**src/rtl/tlul_source_tracker.sv**
```systemverilog
// TL-UL outstanding-request tracker: one table entry per in-flight source,
// A-side allocation/duplicate checks, D-side retire/mismatch checks.
module tlul_source_tracker_entry #(
    parameter int BUS_AIW = 8,
    parameter int BUS_SZW = 2
) (
    input  logic               clk_i,
    input  logic               rst_i,
    input  logic               alloc,
    input  logic               free,
    input  logic [BUS_AIW-1:0] wr_src,
    input  logic               wr_op,
    input  logic [BUS_SZW-1:0] wr_size,
    output logic               vld,
    output logic [BUS_AIW-1:0] src,
    output logic               op,
    output logic [BUS_SZW-1:0] size
);
    always_ff @(posedge clk_i) begin
        if (rst_i) begin
            vld  <= 1'b0;
            src  <= '0;
            op   <= 1'b0;
            size <= '0;
        end else if (alloc) begin
            vld  <= 1'b1;
            src  <= wr_src;
            op   <= wr_op;
            size <= wr_size;
        end else if (free) begin
            vld <= 1'b0;
        end
    end
endmodule

module tlul_source_tracker #(
    parameter int BUS_AIW = 8,
    parameter int BUS_SZW = 2,
    parameter int MaxOut  = 4,
    parameter int CntW    = $clog2(MaxOut + 1)
) (
    input  logic               clk_i,
    input  logic               rst_i,
    input  logic               a_valid_i,
    input  logic               a_ready_i,
    input  logic [2:0]         a_opcode_i,
    input  logic [BUS_SZW-1:0] a_size_i,
    input  logic [BUS_AIW-1:0] a_source_i,
    output logic               a_ready_o,
    input  logic               d_valid_i,
    input  logic               d_ready_i,
    input  logic [2:0]         d_opcode_i,
    input  logic [BUS_SZW-1:0] d_size_i,
    input  logic [BUS_AIW-1:0] d_source_i,
    output logic [CntW-1:0]    outstanding_o,
    output logic               full_o,
    output logic               empty_o,
    output logic               err_a_o,
    output logic               err_d_o,
    output logic [1:0]         err_d_code_o,
    output logic [BUS_AIW-1:0] err_source_o
);
    logic [MaxOut-1:0]              ent_vld, ent_op, alloc_vec, free_vec;
    logic [MaxOut-1:0][BUS_AIW-1:0] ent_src;
    logic [MaxOut-1:0][BUS_SZW-1:0] ent_size;

    logic a_hs, d_hs, a_legal, a_dup, d_hit, alloc, retire;
    logic [1:0] d_code;

    assign a_ready_o = a_ready_i & ~full_o;
    assign a_hs      = a_valid_i & a_ready_o;
    assign d_hs      = d_valid_i & d_ready_i;
    assign a_legal   = (a_opcode_i == 3'd0) || (a_opcode_i == 3'd1) || (a_opcode_i == 3'd4);

    always_comb begin
        d_hit     = 1'b0;
        d_code    = 2'd0;
        free_vec  = '0;
        a_dup     = 1'b0;
        alloc_vec = '0;
        // D lookup first so a same-cycle retire of the A source is not a duplicate
        for (int i = 0; i < MaxOut; i++) begin
            if (!d_hit && ent_vld[i] && ent_src[i] == d_source_i) begin
                d_hit = 1'b1;
                free_vec[i] = d_hs;
                if (d_opcode_i != {2'b00, ent_op[i]})
                    d_code = 2'd2;
                else if (d_size_i != ent_size[i])
                    d_code = 2'd3;
            end
        end
        if (!d_hit) d_code = 2'd1;
        for (int i = 0; i < MaxOut; i++)
            if (ent_vld[i] && ent_src[i] == a_source_i && !free_vec[i]) a_dup = 1'b1;
        // Lowest free index from registered valids only
        for (int i = MaxOut - 1; i >= 0; i--)
            if (!ent_vld[i]) alloc_vec = MaxOut'(1) << i;
        if (!(a_hs && a_legal && !a_dup)) alloc_vec = '0;
    end

    assign alloc  = |alloc_vec;
    assign retire = |free_vec;

    for (genvar g = 0; g < MaxOut; g++) begin : g_ent
        tlul_source_tracker_entry #(.BUS_AIW(BUS_AIW), .BUS_SZW(BUS_SZW)) u_ent (
            .clk_i  (clk_i),
            .rst_i  (rst_i),
            .alloc  (alloc_vec[g]),
            .free   (free_vec[g]),
            .wr_src (a_source_i),
            .wr_op  (a_opcode_i == 3'd4),
            .wr_size(a_size_i),
            .vld    (ent_vld[g]),
            .src    (ent_src[g]),
            .op     (ent_op[g]),
            .size   (ent_size[g])
        );
    end

    logic [CntW-1:0] cnt_nxt;
    assign cnt_nxt = outstanding_o + CntW'(alloc) - CntW'(retire);

    always_ff @(posedge clk_i) begin
        if (rst_i) begin
            outstanding_o <= '0;
            full_o        <= 1'b0;
            empty_o       <= 1'b1;
            err_a_o       <= 1'b0;
            err_d_o       <= 1'b0;
            err_d_code_o  <= 2'd0;
            err_source_o  <= '0;
        end else begin
            outstanding_o <= cnt_nxt;
            full_o        <= (cnt_nxt == CntW'(MaxOut));
            empty_o       <= (cnt_nxt == '0);
            err_a_o       <= a_hs && (a_dup || !a_legal);
            err_d_o       <= d_hs && (d_code != 2'd0);
            err_d_code_o  <= d_hs ? d_code : 2'd0;
            if (d_hs && d_code != 2'd0)
                err_source_o <= d_source_i;
            else if (a_hs && (a_dup || !a_legal))
                err_source_o <= a_source_i;
        end
    end
endmodule

```
**config.mk**
```make
export PLATFORM = sky130hd
export DESIGN_NAME = tlul_source_tracker
export DESIGN_NICKNAME = d
export VERILOG_FILES = /design/src/rtl/tlul_source_tracker.sv
export SDC_FILE = /design/constraint.sdc
export NUM_CORES = 1
export LEC_CHECK = 0
export BUFFER_PORTS_ARGS = -buffer_cell sky130_fd_sc_hd__buf_2
export CORE_MARGIN = 2
export CORE_UTILIZATION = 25
export DETAILED_ROUTE_END_ITERATION = 8
export SKIP_CTS_REPAIR_TIMING = 1
export SLEW_MARGIN = 20
export SYNTH_ARGS = -nofsm -noshare
export SYNTH_HDL_FRONTEND = slang
export SYNTH_SLANG_ARGS = --single-unit
export TNS_END_PERCENT = 100
```
**constraint.sdc**
```tcl
create_clock -name clk_i -period 3.9 [get_ports clk_i]
set_clock_uncertainty 0.05 [all_clocks]
set_input_delay 0.39 -clock clk_i [delete_from_list [all_inputs] [get_ports clk_i]]
set_output_delay 0.39 -clock clk_i [all_outputs]
set_load 0.02 [all_outputs]
```
# Word level (Yosys, flattened, before mapping)
# Index checks and enable logic that the tools add are counted.
dict set report classes {
  addsub 2
  eq_ne 19
  mux 40
  n_bitwise 5
  reduce_logical 42
}
# cell n
set ops {}
lappend ops {{== test 8 bit} 8}
lappend ops {{2-to-1 mux 2 bit} 13}
lappend ops {{2-to-1 mux 1 bit} 20}
lappend ops {{2-to-1 mux 4 bit} 5}
lappend ops {{logical AND 1 bit} 19}
lappend ops {{2-to-1 mux 8 bit} 2}
lappend ops {{inequality test 3 x 1 -> 1 bit} 4}
lappend ops {{nonzero test 2 bit} 6}
lappend ops {{zero test 1 bit} 9}
lappend ops {{inequality test 2 bit} 4}
lappend ops {{OR reduction 4 bit} 2}
lappend ops {{== test 3 bit, second input constant} 2}
lappend ops {{zero test 3 bit} 2}
lappend ops {{adder 3 x 1 -> 3 bit} 1}
lappend ops {{AND 1 bit} 3}
lappend ops {{== test 3 x 1 -> 1 bit, second input constant} 1}
lappend ops {{logical OR 1 bit} 3}
lappend ops {{subtractor 3 x 1 -> 3 bit} 1}
lappend ops {{NOT 1 bit} 2}
lappend ops {{OR reduction 2 bit} 1}
dict set report word_totals {
  register_bits 65
  input_bits 32
  output_inout_bits 18
  elab_cells 131
}

# Depth between registers and ports, before layout
dict set report depth {
  word_depth 25
  mapped_depth 18
  ltp_nobuf 16
}

# Cells and area by module
# A second synthesis with hierarchy kept.
dict set report unflattened {
  cells_unflattened 417
  area_unflattened_um2 3814.9
}
# module n_inst cells_per_inst area_each_um2 seq_area_each_um2
set by_module_without_submodules {}
lappend by_module_without_submodules {tlul_source_tracker 1 261 2123.3 340.3}
lappend by_module_without_submodules {tlul_source_tracker_entry 4 39 422.9 240.2}

# Least setup slack after synthesis
# OpenSTA, ideal clock, no wires.
dict set report synth_path {
  path_type {input -> register}
  from {in d_source_i[4]}
  to {reg full_o}
  t_arrival_ns 3.765
  required_ns 3.735
  setup_slack_ns -0.031
  stages 18
  cell_sequence {buf_2 > xor2_1 > nor4_2 > nand4_1 > o41ai_2 > nor2_2 > nor4_2 > buf_6 > nor4b_1 > ha_1 > inv_1 > ha_1 > inv_1 > fa_1 > xor2_1 > xnor2_1 > nor2_1 > and3_1}
}
dict set report synth_between {
  elab_chain_len 25
  word_cells_on_any_way 41
}
# item line
set synth_rtl {}
lappend synth_rtl {{start, declared} 54} ;# input logic [BUS_AIW-1:0] d_source_i,
lappend synth_rtl {{== test 8 bit} 83} ;# if (!d_hit && ent_vld[i] && ent_src[i] == d_source_i) begin
lappend synth_rtl {{logical AND 1 bit} 83}
lappend synth_rtl {{2-to-1 mux 1 bit} 83}
lappend synth_rtl {{zero test 1 bit} 83}
lappend synth_rtl {{logical AND 1 bit (2 in series)} 83}
lappend synth_rtl {{2-to-1 mux 1 bit} 83}
lappend synth_rtl {{zero test 1 bit} 83}
lappend synth_rtl {{logical AND 1 bit (2 in series)} 83}
lappend synth_rtl {{[... 7 more ...]} n/a}
lappend synth_rtl {{2-to-1 mux 1 bit} 94} ;# if (ent_vld[i] && ent_src[i] == a_source_i && !free_vec[i]) a_dup = 1'b1;
lappend synth_rtl {{zero test 1 bit} 98} ;# if (!(a_hs && a_legal && !a_dup)) alloc_vec = '0;
lappend synth_rtl {{logical AND 1 bit} 98}
lappend synth_rtl {{2-to-1 mux 4 bit} 98}
lappend synth_rtl {{OR reduction 4 bit} 101} ;# assign alloc = |alloc_vec;
lappend synth_rtl {{adder 3 x 1 -> 3 bit} 121} ;# assign cnt_nxt = outstanding_o + CntW'(alloc) - CntW'(retire);
lappend synth_rtl {{subtractor 3 x 1 -> 3 bit (*)} 121}
lappend synth_rtl {{== test 3 bit (*)} 134} ;# full_o <= (cnt_nxt == CntW'(MaxOut));
lappend synth_rtl {{end signal, assigned} 134}
lappend synth_rtl {{end, declared} 56} ;# output logic full_o,
# Mark *: on every way between the ends. The rest lies on a longest branch, timed or not.
# A chain may end at the register's enable or synchronous reset.

# Worst setup path in the final report
dict set report layout_path {
  from {reg g_ent[2].u_ent.src[4]}
  to {reg full_o}
}
dict set report layout_between {
  elab_chain_len 17
  word_cells_on_any_way 24
}
# item line
set layout_rtl {}
lappend layout_rtl {{start, declared} 15} ;# output logic [BUS_AIW-1:0] src,
lappend layout_rtl {{start signal, assigned} 27} ;# src <= wr_src;
lappend layout_rtl {{== test 8 bit} 83}
lappend layout_rtl {{logical AND 1 bit} 83}
lappend layout_rtl {{2-to-1 mux 1 bit} 83}
lappend layout_rtl {{zero test 1 bit} 83}
lappend layout_rtl {{logical AND 1 bit (2 in series)} 83}
lappend layout_rtl {{2-to-1 mux 1 bit} 83}
lappend layout_rtl {{zero test 1 bit} 94}
lappend layout_rtl {{logical AND 1 bit} 94}
lappend layout_rtl {{2-to-1 mux 1 bit} 94}
lappend layout_rtl {{zero test 1 bit} 98}
lappend layout_rtl {{logical AND 1 bit} 98}
lappend layout_rtl {{2-to-1 mux 4 bit} 98}
lappend layout_rtl {{OR reduction 4 bit} 101}
lappend layout_rtl {{adder 3 x 1 -> 3 bit} 121}
lappend layout_rtl {{subtractor 3 x 1 -> 3 bit (*)} 121}
lappend layout_rtl {{== test 3 bit (*)} 134}
# Marks and branches as above.

==> flow_metrics.py <==
metrics = {
    "outcome": {
        "outcome": "finished clean",
    },
    "sta": {
        "final-hold-violation-count": 0,
        "setup_ws_ns": 0.196,
        "slew_headroom": 0.504,
        "setup_tns_after_final_layout_ns": 0,
        "clock.fmax_ghz": 0.270,
        "timing.final.max_slew_violations": 0,
        "period_needed_ns": 3.70,
        "setup_viol_count_final": 0,
        "layout_worst_path_cycle_share": 0.950,
        "final.hold.worst_slack_ns": 0.302,
        "worst_slew_pin_slew_ns": 0.744,
    },
    "drt": {
        "first_pass_iters": 4,
        "viasPerCell": 4.64,
        "via_count": 3121,
        "remaining_drc_errors": 0,
        "detailedRoute.firstIterationViolations": 135,
        "avgRoutedWirePerCell_um": 15.3,
        "antenna_violating_nets_post_route": 0,
        "postRouteWirelength_mm": 10.3,
    },
    "synthesis": {
        "postSynth.topFlopCell": "sky130_fd_sc_hd__dfxtp_1",
        "synth_enable_flop_cells": 0,
        "synthTopCellsByArea": "sky130_fd_sc_hd__dfxtp_1 (35%), sky130_fd_sc_hd__mux2i_1 (12%), sky130_fd_sc_hd__xnor2_1 (12%)",
        "syn_area_mm2": 0.00372,
        "synthDistinctLibCells": 47,
        "synth-async-reset-ratio": 0,
        "synth_largest_area_cell": "sky130_fd_sc_hd__dfxtp_1",
        "yosysWarnings": 0,
        "synth-seq-cells": 65,
        "synth_sequential_area_ratio": 0.350,
        "postSynthNetCount": 448,
        "avgSynthCellArea_um2": 9.01,
        "yosys.area.top_type_share": 0.350,
        "postSynthCellCount": 413,
    },
    "power_and_ir_drop": {
        "ir_worst_vdd_mv": 0.236,
        "power.density_mw_per_mm2": 360,
        "cellLeakagePower_nw": 1.91,
    },
    "worst_setup_path": {
        "critical_path.startpoint_type": "flop",
        "crit_fanout": 3,
        "endpoint_kind": "flop",
        "worst-endpoint-required_ns": 4.08,
        "worst-setup-path-type": "flop to flop",
        "critical_path_arrival_ns": 3.88,
    },
    "finish": {
        "n_antenna_cell": 0,
        "layout-area-overhead-vs-synth_pct": 28.5,
        "layout.nets": 518,
        "post-route-util": 0.329,
        "layout-drive-gt1-share": 0.281,
    },
    "die": {
        "die_area_mm2": 0.0159,
        "floorplan.die.width_um": 126,
        "core_area_mm2": 0.0145,
        "floorplan.io_pins": 50,
        "die_h_um": 126,
        "floorplan.rows": 44,
        "start_util": 0.256,
    },
    "clock_tree": {
        "clock-sinks": 65,
        "tritoncts": "built",
        "clk-insertion-delay-late_ns": 0.33,
        "cts-buffers-inserted": 9,
        "clock_tree.buffer_depth": 2,
        "clock-root-buffer": "sky130_fd_sc_hd__clkbuf_16",
        "cts.htree.levels": 3,
        "clkTransAtPathRegs_ns": 0.05,
    },
    "job": {
        "max_cap_violations": 0,
    },
    "global_routing": {
        "gr-usage-met2": 0.233,
        "gr-usage-met1": 0.165,
        "antenna_found_initial": 0,
        "global_route_wire_length_before_repair_mm": 17.0,
        "global_route.overflow_total": 0,
        "number_of_global_route_vias_before_repair": 3288,
        "pin_count_of_the_biggest_net_entering_global_routing": 41,
        "grt_busiest_layer": "met2",
        "gr-usage-all-layers": 0.135,
        "gr-usage-met3": 0.0314,
    },
    "placement": {
        "post-dp-hpwl_mm": 7.85,
        "gp_congestion": 0.880,
        "place_worst_setup_slack_ns": -0.144,
        "port-buffer-count": 49,
    },
    "hold_path": {
        "hp-class": "input port to flop",
    },
}
-- power by group --
group / switching [mW] / internal [mW] / total [mW]
clock: 0.282 / 0.546 / 0.828
combinational: 0.118 / 0.0884 / 0.206
sequential: 0.00976 / 0.679 / 0.689
-- state kept, by name (all words and copies together) (netlist names) --
name,cells
full_o,1
err_d_code_o,2
outstanding_o,3
g_ent.u_ent.vld,4
g_ent.u_ent.op,4
err_a_o,1
err_d_o,1
err_source_o,8
g_ent.u_ent.src,32
g_ent.u_ent.size,8
empty_o,1
-- per-layer routing --
layer / vias up / wire length, um
met2: 75 / 5020
met4: 0 / 127
li1: 1541 / -
met1: 1492 / 4620
met5: - / 0
met3: 13 / 487
-- stage by stage --
| stage | power [mW] | cells | cell area, um2 |
|---|---|---|---|
| 2_1_floorplan | 0.837 | 413 | 3830 |
| 3_3_place_gp | 0.906 | 654 | 4430 |
| 3_5_place_dp | 0.908 | 654 | 4430 |
| 4_1_cts | 1.74 | 670 | 4740 |
| 5_1_grt | 1.79 | 672 | 4780 |
| 6_report | 1.72 | 672 | 4780 |
-- placed cells by master (no fill, tap or decap), drive strengths merged, types with 2 or more instances in the layout --
master    n
or3       2
inv      14
xnor2    50
a2111oi   2
nor2b     2
o31ai     3
a21oi    17
nand2    15
dfxtp    65
nor4      8
o21ai     3
mux2i    44
buf      91
nand4b    2
a31oi     3
and3      2
o21a      8
nor2     57
nand4    10
clkbuf   14
mux2      8
ha        2
nand3     6
xor2     28
nor3     15
and2      2
-- cells by family (layout without fill, tap and decap cells) --
| kind of cell | after synthesis | after routing | share of synthesized area |
|---|---|---|---|
| buffers and inverters | 46 | 121 | 0.0585 |
| and+or+nand+nor | 127 | 127 | 0.175 |
| muxes | 52 | 52 | 0.143 |
| DFF | 65 | 65 | 0.350 |
| AOI/OAI and AO/OA | 42 | 42 | 0.0783 |
| xor gates and xnor gates | 78 | 78 | 0.184 |
| adders and majority gates | 3 | 3 | 0.0121 |
-- worst max-delay path, cell delays in order (launching register included) --
cell and delay (ns):
sky130_fd_sc_hd__dfxtp_1 0.34, sky130_fd_sc_hd__xnor2_1 0.23, sky130_fd_sc_hd__nand4_1 0.17, sky130_fd_sc_hd__or3_4 0.38, sky130_fd_sc_hd__o31ai_4 0.26, sky130_fd_sc_hd__nand2_2 0.08, sky130_fd_sc_hd__or4_4 0.48, sky130_fd_sc_hd__nor4b_1 0.16
sky130_fd_sc_hd__ha_1 0.28, sky130_fd_sc_hd__inv_1 0.06, sky130_fd_sc_hd__ha_1 0.13, sky130_fd_sc_hd__inv_1 0.05, sky130_fd_sc_hd__fa_1 0.37, sky130_fd_sc_hd__xor2_1 0.17, sky130_fd_sc_hd__xnor2_1 0.13, sky130_fd_sc_hd__nor2_1 0.08
sky130_fd_sc_hd__and3_1 0.18
-- layout make-up --
cell class / count / area, um2
clock buffers: 14 / 274
multi-input cells: 302 / 2320
clock inverters: 2 / 35.0
repair buffers: 91 / 561
fillers: 1539 / 9750
flip-flops and latches: 65 / 1300
inverters: 14 / 52.6
well taps: 184 / 230
-- cell usage after synthesis, types with 2 or more instances --
| library cell | instances |
|---|---|
| sky130_fd_sc_hd__nor3_1 | 14 |
| sky130_fd_sc_hd__inv_1 | 14 |
| sky130_fd_sc_hd__and3_1 | 2 |
| sky130_fd_sc_hd__ha_1 | 2 |
| sky130_fd_sc_hd__nor2_1 | 56 |
| sky130_fd_sc_hd__buf_6 | 4 |
| sky130_fd_sc_hd__nor2b_1 | 2 |
| sky130_fd_sc_hd__clkbuf_1 | 16 |
| sky130_fd_sc_hd__o21ai_0 | 3 |
| sky130_fd_sc_hd__a2111oi_0 | 2 |
| sky130_fd_sc_hd__o31ai_1 | 2 |
| sky130_fd_sc_hd__nand4_1 | 10 |
| sky130_fd_sc_hd__nand2_1 | 15 |
| sky130_fd_sc_hd__a31oi_1 | 3 |
| sky130_fd_sc_hd__xor2_1 | 28 |
| sky130_fd_sc_hd__mux2_2 | 8 |
| sky130_fd_sc_hd__nor4_2 | 6 |
| sky130_fd_sc_hd__o21a_1 | 8 |
| sky130_fd_sc_hd__nor4_1 | 2 |
| sky130_fd_sc_hd__buf_2 | 9 |
| sky130_fd_sc_hd__and2_1 | 2 |
| sky130_fd_sc_hd__nand3_1 | 6 |
| sky130_fd_sc_hd__buf_1 | 2 |
| sky130_fd_sc_hd__a21oi_1 | 17 |
| sky130_fd_sc_hd__nand4b_1 | 2 |
| sky130_fd_sc_hd__dfxtp_1 | 65 |
| sky130_fd_sc_hd__xnor2_1 | 50 |
| sky130_fd_sc_hd__mux2i_1 | 44 |
-- final timing paths --
path,cells past startpoint,start,to,slack [ns]
worst max-delay path,16,g_ent[2].u_ent.src[4]$_SDFFE_PP0P_,full_o$_SDFF_PP0_,0.20
worst min-delay path,3,a_size_i[0],g_ent[2].u_ent.size[0]$_SDFFE_PP0P_,0.30
worst max register to register,16,g_ent[2].u_ent.src[4]$_SDFFE_PP0P_,full_o$_SDFF_PP0_,0.20
worst min register to register,2,g_ent[2].u_ent.size[0]$_SDFFE_PP0P_,g_ent[2].u_ent.size[0]$_SDFFE_PP0P_,0.46
Power figures use the tool's default switching activity.
